--- src/rtl/fetch_sequencer_if.sv ---
// rtl/fetch_sequencer_if.sv - PC-counter, instruction-memory and decode signals of the fetch sequencer
interface fetch_sequencer_if #(
  parameter int PC_WIDTH    = 12,
  parameter int INSTR_WIDTH = 32
);
  logic                   redirect;
  logic [PC_WIDTH-1:0]    redirect_target;
  logic [PC_WIDTH-1:0]    pc;
  logic                   pc_step;
  logic                   pc_load;
  logic [PC_WIDTH-1:0]    pc_target;
  logic                   imem_req;
  logic [PC_WIDTH-1:0]    imem_addr;
  logic                   imem_ack;
  logic [INSTR_WIDTH-1:0] imem_rdata;
  logic                   instr_valid;
  logic                   instr_ready;
  logic [INSTR_WIDTH-1:0] instr;
  logic [PC_WIDTH-1:0]    instr_pc;
  logic                   fetch_fault;

  modport master (
    input  pc, redirect, redirect_target, imem_ack, imem_rdata, instr_ready,
    output pc_step, pc_load, pc_target, imem_req, imem_addr,
           instr_valid, instr, instr_pc, fetch_fault
  );

  modport slave (
    output pc, redirect, redirect_target, imem_ack, imem_rdata, instr_ready,
    input  pc_step, pc_load, pc_target, imem_req, imem_addr,
           instr_valid, instr, instr_pc, fetch_fault
  );
endinterface

--- src/rtl/fetch_sequencer.sv ---
// rtl/fetch_sequencer.sv - instruction-fetch controller: PC strobes, imem req/ack, one-entry decode buffer
module fetch_sequencer #(
  parameter int PC_WIDTH    = 12,
  parameter int INSTR_WIDTH = 32,
  parameter int WAIT_LIMIT  = 15
) (
  input  logic               clk,
  input  logic               rst,
  fetch_sequencer_if.master  bus
);
  localparam logic [2:0] S_IDLE    = 3'd0;
  localparam logic [2:0] S_REQ     = 3'd1;
  localparam logic [2:0] S_DISCARD = 3'd2;
  localparam logic [2:0] S_HOLD    = 3'd3;
  localparam logic [2:0] S_FAULT   = 3'd4;
  localparam logic [7:0] WAIT_LAST = 8'(WAIT_LIMIT - 1);

  logic [2:0]             state;
  logic [PC_WIDTH-1:0]    fetch_addr;
  logic [PC_WIDTH-1:0]    pending_addr;
  logic [PC_WIDTH-1:0]    instr_pc_q;
  logic [INSTR_WIDTH-1:0] instr_q;
  logic [7:0]             wait_cnt;
  logic                   fault;

  logic live;
  logic aligned;
  logic accept;
  logic misaligned;
  logic timeout;

  assign live       = (state != S_FAULT);
  assign aligned    = (bus.redirect_target[1:0] == 2'b00);
  assign accept     = live && bus.redirect && aligned;
  assign misaligned = live && bus.redirect && !aligned;
  assign timeout    = (wait_cnt == WAIT_LAST);

  // A redirect in the ack cycle wins, so the step is suppressed for any redirect.
  assign bus.pc_step     = (state == S_REQ) && bus.imem_ack && !bus.redirect;
  assign bus.pc_load     = rst && accept;
  assign bus.pc_target   = bus.redirect_target;
  assign bus.imem_req    = (state == S_REQ) || (state == S_DISCARD);
  assign bus.imem_addr   = fetch_addr;
  assign bus.instr_valid = (state == S_HOLD);
  assign bus.instr       = instr_q;
  assign bus.instr_pc    = instr_pc_q;
  assign bus.fetch_fault = fault;

  always_ff @(posedge clk or negedge rst) begin
    if (!rst) begin
      state        <= S_IDLE;
      fetch_addr   <= '0;
      pending_addr <= '0;
      instr_pc_q   <= '0;
      instr_q      <= '0;
      wait_cnt     <= '0;
      fault        <= 1'b0;
    end else if (misaligned) begin
      fault <= 1'b1;
      state <= S_FAULT;
    end else begin
      case (state)
        S_IDLE: begin
          fetch_addr <= accept ? bus.redirect_target : bus.pc;
          wait_cnt   <= '0;
          state      <= S_REQ;
        end
        S_REQ: begin
          if (bus.imem_ack) begin
            wait_cnt <= '0;
            if (accept) begin
              fetch_addr <= bus.redirect_target;
            end else begin
              instr_q    <= bus.imem_rdata;
              instr_pc_q <= fetch_addr;
              state      <= S_HOLD;
            end
          end else if (accept) begin
            // The old request stays on the bus; its data is dropped when it lands.
            pending_addr <= bus.redirect_target;
            wait_cnt     <= '0;
            state        <= S_DISCARD;
          end else if (timeout) begin
            fault <= 1'b1;
            state <= S_FAULT;
          end else begin
            wait_cnt <= wait_cnt + 8'd1;
          end
        end
        S_DISCARD: begin
          if (bus.imem_ack) begin
            fetch_addr <= accept ? bus.redirect_target : pending_addr;
            wait_cnt   <= '0;
            state      <= S_REQ;
          end else begin
            if (accept) pending_addr <= bus.redirect_target;
            if (timeout) begin
              fault <= 1'b1;
              state <= S_FAULT;
            end else begin
              wait_cnt <= wait_cnt + 8'd1;
            end
          end
        end
        S_HOLD: begin
          if (accept) begin
            fetch_addr <= bus.redirect_target;
            wait_cnt   <= '0;
            state      <= S_REQ;
          end else if (bus.instr_ready) begin
            fetch_addr <= bus.pc;
            wait_cnt   <= '0;
            state      <= S_REQ;
          end
        end
        S_FAULT: ;
        default: state <= S_IDLE;
      endcase
    end
  end
endmodule
--- src/flat_wrapper.sv ---
// flat-port wrapper written by rule: the top's interface ports become plain ports
module fetch_sequencer_flat 
#(
  parameter int PC_WIDTH    = 12,
  parameter int INSTR_WIDTH = 32,
  parameter int WAIT_LIMIT  = 15
)
  (clk, rst, bus_pc, bus_redirect, bus_redirect_target, bus_imem_ack, bus_imem_rdata, bus_instr_ready, bus_pc_step, bus_pc_load, bus_pc_target, bus_imem_req, bus_imem_addr, bus_instr_valid, bus_instr, bus_instr_pc, bus_fetch_fault);
  fetch_sequencer_if #(.PC_WIDTH(PC_WIDTH), .INSTR_WIDTH(INSTR_WIDTH)) bus_i ();
  input  logic clk;
  input  logic rst;
  input wire logic [$bits(bus_i.pc)-1:0] bus_pc;
  input wire logic [$bits(bus_i.redirect)-1:0] bus_redirect;
  input wire logic [$bits(bus_i.redirect_target)-1:0] bus_redirect_target;
  input wire logic [$bits(bus_i.imem_ack)-1:0] bus_imem_ack;
  input wire logic [$bits(bus_i.imem_rdata)-1:0] bus_imem_rdata;
  input wire logic [$bits(bus_i.instr_ready)-1:0] bus_instr_ready;
  output wire logic [$bits(bus_i.pc_step)-1:0] bus_pc_step;
  output wire logic [$bits(bus_i.pc_load)-1:0] bus_pc_load;
  output wire logic [$bits(bus_i.pc_target)-1:0] bus_pc_target;
  output wire logic [$bits(bus_i.imem_req)-1:0] bus_imem_req;
  output wire logic [$bits(bus_i.imem_addr)-1:0] bus_imem_addr;
  output wire logic [$bits(bus_i.instr_valid)-1:0] bus_instr_valid;
  output wire logic [$bits(bus_i.instr)-1:0] bus_instr;
  output wire logic [$bits(bus_i.instr_pc)-1:0] bus_instr_pc;
  output wire logic [$bits(bus_i.fetch_fault)-1:0] bus_fetch_fault;
  assign bus_i.pc = bus_pc;
  assign bus_i.redirect = bus_redirect;
  assign bus_i.redirect_target = bus_redirect_target;
  assign bus_i.imem_ack = bus_imem_ack;
  assign bus_i.imem_rdata = bus_imem_rdata;
  assign bus_i.instr_ready = bus_instr_ready;
  assign bus_pc_step = bus_i.pc_step;
  assign bus_pc_load = bus_i.pc_load;
  assign bus_pc_target = bus_i.pc_target;
  assign bus_imem_req = bus_i.imem_req;
  assign bus_imem_addr = bus_i.imem_addr;
  assign bus_instr_valid = bus_i.instr_valid;
  assign bus_instr = bus_i.instr;
  assign bus_instr_pc = bus_i.instr_pc;
  assign bus_fetch_fault = bus_i.fetch_fault;
  fetch_sequencer #(.PC_WIDTH(PC_WIDTH), .INSTR_WIDTH(INSTR_WIDTH), .WAIT_LIMIT(WAIT_LIMIT)) u_core (.clk(clk), .rst(rst), .bus(bus_i));
endmodule
--- config.mk ---
export PLATFORM = sky130hd
export DESIGN_NAME = fetch_sequencer_flat
export DESIGN_NICKNAME = d
export VERILOG_FILES = /design/src/rtl/fetch_sequencer_if.sv /design/src/rtl/fetch_sequencer.sv /design/src/flat_wrapper.sv
export SDC_FILE = /design/constraint.sdc
export NUM_CORES = 1
export LEC_CHECK = 0
export BUFFER_PORTS_ARGS = -buffer_cell sky130_fd_sc_hd__clkbuf_2
export CAP_MARGIN = 10
export CORE_MARGIN = 4
export CORE_UTILIZATION = 50
export DETAILED_ROUTE_END_ITERATION = 8
export PLACE_DENSITY = 0.79
export SETUP_SLACK_MARGIN = 0.3
export SYNTH_ARGS = -nofsm -noshare
export SYNTH_HDL_FRONTEND = slang
export SYNTH_SLANG_ARGS = --single-unit
--- constraint.sdc ---
create_clock -name clk -period 2.54 [get_ports clk]
set_input_delay 0.381 -clock clk [delete_from_list [all_inputs] [get_ports clk]]
set_output_delay 0.381 -clock clk [all_outputs]
set_load 0.01 [all_outputs]
[Yosys cells after proc, flatten, opt, wreduce, memory -nomap -nowiden]
Cells that the tools add are included.
Cells by class
  reductions and logical operators: 20
  equal/unequal tests: 16
  bitwise operators: 3
  $add $sub $neg: 1
  muxes and demuxes: 30
Operators with widths (number)
  $mux W12: 7
  $mux W8: 6
  $pmux W12 S4: 1
  $pmux W8 S4: 1
  $mux W3: 8
  $pmux W3 S5: 1
  $ne A3 B2 Y1 const B: 3
  $reduce_and A3 Y1: 3
  $add A8 B1 Y8 const B: 1
  $eq A8 B4 Y1 const B: 1
  $reduce_and A4 Y1: 2
  $eq A3 B2 Y1 const B: 2
  $logic_and A1 B1 Y1: 6
  $ne A3 B3 Y1 const B: 2
  $reduce_and A6 Y1: 1
  $mux W1: 5
  $ne A2 B1 Y1 const B: 2
  $ne A2 B2 Y1 const B: 2
  $ne A4 B2 Y1 const B: 1
  $ne A4 B4 Y1 const B: 1
  $reduce_bool A4 Y1: 1
  $eq A3 B1 Y1 const B: 1
  $eq A3 B3 Y1 const B: 1
  $logic_not A3 Y1: 1
  7 further kinds: 10
Word-level totals
  bits in registers: 80
  bits of input ports: 61
  word-level logic and storage cells: 77

[Longest topological paths before layout]
  depth after elaboration: 7
  depth in mapped cells: 7
  depth with buffers taken out: 6

[Least setup slack after synthesis]
No wires, ideal clock.
  kind: input -> output
  from: input port bus_redirect_target[1]
  to: output port bus_pc_load
  required time: 2159 ps
  path buffers: 3
  cell stages on the path: 5
  setup slack: 552 ps
  arrival time: 1607 ps
  cells stage by stage: or3b_1 -> buf_6 -> buf_2 -> clkbuf_1 -> nor3b_1
Between the ends
  word-level cells in the longest chain between the ends: 3
RTL lines
  start: declaration: RTL line flat_wrapper.sv:14  | input wire logic [$bits(bus_i.redirect_target)-1:0] bus_redirect_target;
  $logic_not A2 Y1: RTL line fetch_sequencer.sv:33  | assign aligned = (bus.redirect_target[1:0] == 2'b00);
  $logic_and A1 B1 Y1: RTL line fetch_sequencer.sv:34  | assign accept = live && bus.redirect && aligned;
  $logic_and A1 B1 Y1: RTL line fetch_sequencer.sv:40  | assign bus.pc_load = rst && accept;
  end: declaration: RTL line flat_wrapper.sv:19  | output wire logic [$bits(bus_i.pc_load)-1:0] bus_pc_load;
Every way passes these cells.

[Worst setup path in the final report]
  from: register u_core.state[1]
  to: output port bus_pc_step
Between the ends
  word-level cells in the longest chain between the ends: 3
RTL lines
  start: declaration: RTL line fetch_sequencer.sv:18  | logic [2:0] state;
  start signal: assignment: RTL line fetch_sequencer.sv:51  | state <= S_IDLE;
  start signal: assignment: RTL line fetch_sequencer.sv:60  | state <= S_FAULT;
  start signal: assignment: RTL line fetch_sequencer.sv:66  | state <= S_REQ;
  $eq A3 B1 Y1: RTL line fetch_sequencer.sv:39  | assign bus.pc_step = (state == S_REQ) && bus.imem_ack && !bus.redirect;
  $logic_and A1 B1 Y1 (2 in series): RTL line fetch_sequencer.sv:39
  end: declaration: RTL line flat_wrapper.sv:18  | output wire logic [$bits(bus_i.pc_step)-1:0] bus_pc_step;
Every way passes these cells.

==> impl_results.md <==
- Most common cell in the netlist: dfrtp_1
- Clock sinks: 80
- Sw frac: 0.3475
- Kind of critical path: register to primary output
- First-pass GRT wire length: 18,220 um
- Clock share of power: 0.250
- WP data required: around 2.2 ns
- Storage element area: approximately 2000 um2
- Initial antenna violation count: 0
- TritonCTS clock tree: yes
- Sw Pwr: roughly 0.0014 W
- Synth Instances: about 400
- Synthesized area: 4323 um2
- Post-layout net count: 586
- Largest cells by area after synthesis: dfrtp_1 (46%), mux2_2 (12%), a21oi_1 (3.2%)
- CP bufs+invs: 2
- Lkg Pwr: roughly 2.6 nW
- Detailed placement HPWL: 7845 um
- Final TNS setup: 0 ns
- CP top delay family: simple AND/OR/NAND/NOR gates
- CP Cell Sequence: nand2b_2 -> nor4_4 -> buf_12 -> clkbuf_2
- Max Fclk: 0.4594 GHz
- ANT nets after route: 0
- IO Port Bufs: 133
- Hold path startpoint: bus_imem_rdata[6]
- First drt pass iteration count: 5
- Clock latency on the worst-skew pair: 0.37 ns
- CTS buffer count: 9
- Type of origin of the critical path: register
- Post-synth top area share: 0.4631
- Maxcap violations: 0
- RD Place Congestion: 0.8882
- RSZ-0062 raised after global routing: no
- Critical Path Max Stage Delay: around 0.42 ns
- Die width: 101.0 um
- Post-synthesis sequential area ratio: 0.4631
- Placed cells: 608
- Clk slew on worst S/H paths: 0.10 ns
- Area delta synth->final: 23.44%
- CP endpoint kind: primary output
- Ys Warns: 0
- Cell Pwr Density: 766.7 nW/um2
- Fin. Hold Viols: 0
- Top_reg_cell synth: dfrtp_1
- Worst hold path type: primary input to register
- Fin crit period: 2.177 ns
- Footprint of the multi-input gates: about 2100 um2
- Worst r2r src: u_core.state[2]
- CP arrival: about 1.8 ns
- Status: finished, final reports clean
- Die area: 10,200 um2
- Worst path slowest cell: dfrtp_2
- Distinct cell type count after synthesis: 53
- # IOs: 134
- Synth area leader: dfrtp_1
- Clock root buffer: clkbuf_8
- Synthesized net count: around 460
- Final max-slew violation count: 0
- Wirelength per Cell: approximately 18 um
- DRT Wirelength: ~11,000 um
- Actual slew at the worst max-slew pin: 0.6729 ns
- Endpoints failing setup: 0
- Asr flop ratio synth: 1.000
- Clk_skew: 0.008991 ns
- Finished Layout Cells: 633
- GRT overflow: 0
- Share of layout cells above drive strength 1: 0.4867
- Tcrit/Tclk final: 0.8571
- Initial Util: 0.5209
- Crit. Startpoint: u_core.state[1]
- Remaining DRCs: 0
- Syn avg cell area: between 10 and 15 um2
- Cell internal pwr: 0.002670 W
- Vias in the first global route: 3,635
- Maximum VDD drop: 0.4012 mV
- Max clock buf depth: 2
- CORE AREA: 8299 um2
- Antenna diode count: 0
- Fillers: approximately 680
- Seq pwr share: 0.443
- Comb pwr share: 0.307
- DRT iter0 DRCs: 143
- Row Count: 33
- Slew Limit Headroom: 0.5484
- R2R Setup Slk: 0.42 ns
- Crit path max fanout: 15
- Final Core Density: 0.6430
- Largest net degree at the start of global routing: 46
- Synth top cells by count: dfrtp_1 (80), mux2_2 (46), nand2_1 (30)
- Count of state elements after synthesis: 80
- H-tree depth: 3
- GRT Util Overall: 0.2283
- Post-synth EDFFs: 0
- Vias per inst: 5.912
- DR vias: 3,742
- Chip Height: 101.0 um
cells in the final DEF (no fill, tap or decap), types with 2 or more instances in the layout:
cell type,count
and2_1,2
dfrtp_1,78
o31ai_1,4
nand2b_1,3
clkbuf_2,132
and3_1,12
nor3b_1,3
dfrtp_2,2
mux2_2,46
nand3_1,3
a221o_1,10
o21ai_1,2
nand4_1,7
a32o_1,2
clkbuf_8,9
a41oi_1,11
inv_6,3
o21ai_0,26
o21a_1,3
nor2b_1,7
mux2_4,8
ha_1,2
o211ai_1,2
nor3_1,2
nor2_1,5
nand2_1,30
inv_1,3
a21oi_1,28
buf_4,24
o311ai_2,3
or3b_2,12
a31oi_1,13
nor4_1,2
routing by layer:
layer	global-route usage	up-vias	routed length, um
li1	-	1729	-
met1	0.3056	1825	4863
met2	0.3701	168	5490
met3	0.04567	20	904
met4	0.07975	0	223
met5	0	-	0
state kept, by name, indices dropped and copies added (netlist names):
name and count:
u_core.pending_addr 12, u_core.state 3, u_core.bus.instr 32, u_core.bus.instr_pc 12, u_core.bus.fetch_fault 1, u_core.wait_cnt 8
u_core.bus.imem_addr 12
final timing paths:
path / endpoint / depth (start not counted)
hold reg to reg: u_core.bus.fetch_fault / 1
setup reg to reg: u_core.wait_cnt[5] / 4
hold / removal: u_core.bus.instr[6] / 2
max in group asynchronous: u_core.bus.instr[2] / 3
setup / recovery: bus_pc_step / 4
min in group asynchronous: u_core.bus.instr[26] / 2
timing repair:
item,4_1_cts,5_1_grt
setup endpoints to repair,1,11
hold endpoints to repair,7,0
hold buffers,1,0
pin swaps,1,0
setup buffers,4,3
gates resized for setup,6,2
cloned,1,0
worst reg2reg max path: stages, from the launching register on:
cell and delay [ns]:
dfrtp_1 0.61, inv_1 0.30, nand3_2 0.21, or4b_4 0.62, o311ai_2 0.29
power groups by stage:
stage	Combinational [W]	Clock, W	Sequential, W
floorplan	0.000569	0	0.00193
finish	0.00126	0.00102	0.00181
CTS	0.00126	0.00103	0.00182
detailed placement	0.00124	0	0.00184
global placement	0.00121	0	0.00182
global route	0.00137	0.00110	0.00185
area by class of cell:
type / count / share of cell area
clock buffer: 9 / 0.02321
clock inverter: 7 / 0.01665
inverter: 4 / 0.002814
multi-input combinational: 269 / 0.3878
sequential: 80 / 0.3756
tap: 105 / 0.02462
timing repair buffer: 159 / 0.1693
through the flow:
| step | power [W] | area, um2 | hold slack, ns | worst slack, ns |
|---|---|---|---|---|
| floorplan | 0.002498 | 4323 | 0.08541 | 0.5523 |
| global placement | 0.003026 | 5006 | 0.2205 | 0.3557 |
| detailed placement | 0.003082 | 5006 | 0.2215 | 0.3297 |
| CTS | 0.004102 | 5309 | 0.2250 | 0.3296 |
| global route | 0.004327 | 5336 | 0.2225 | 0.3055 |
| finish | 0.004091 | 5336 | 0.2285 | 0.3630 |
kinds of logic (layout without fill, tap and decap cells):
group,Yosys count,in the layout,synth area share
compound gates,109,109,0.1696
simple gates,103,103,0.1517
flops,80,80,0.4631
mux,55,55,0.1499
buf+inv,46,179,0.05991
fa+ha+maj,2,2,0.005788
Power figures use the tool's default switching activity.
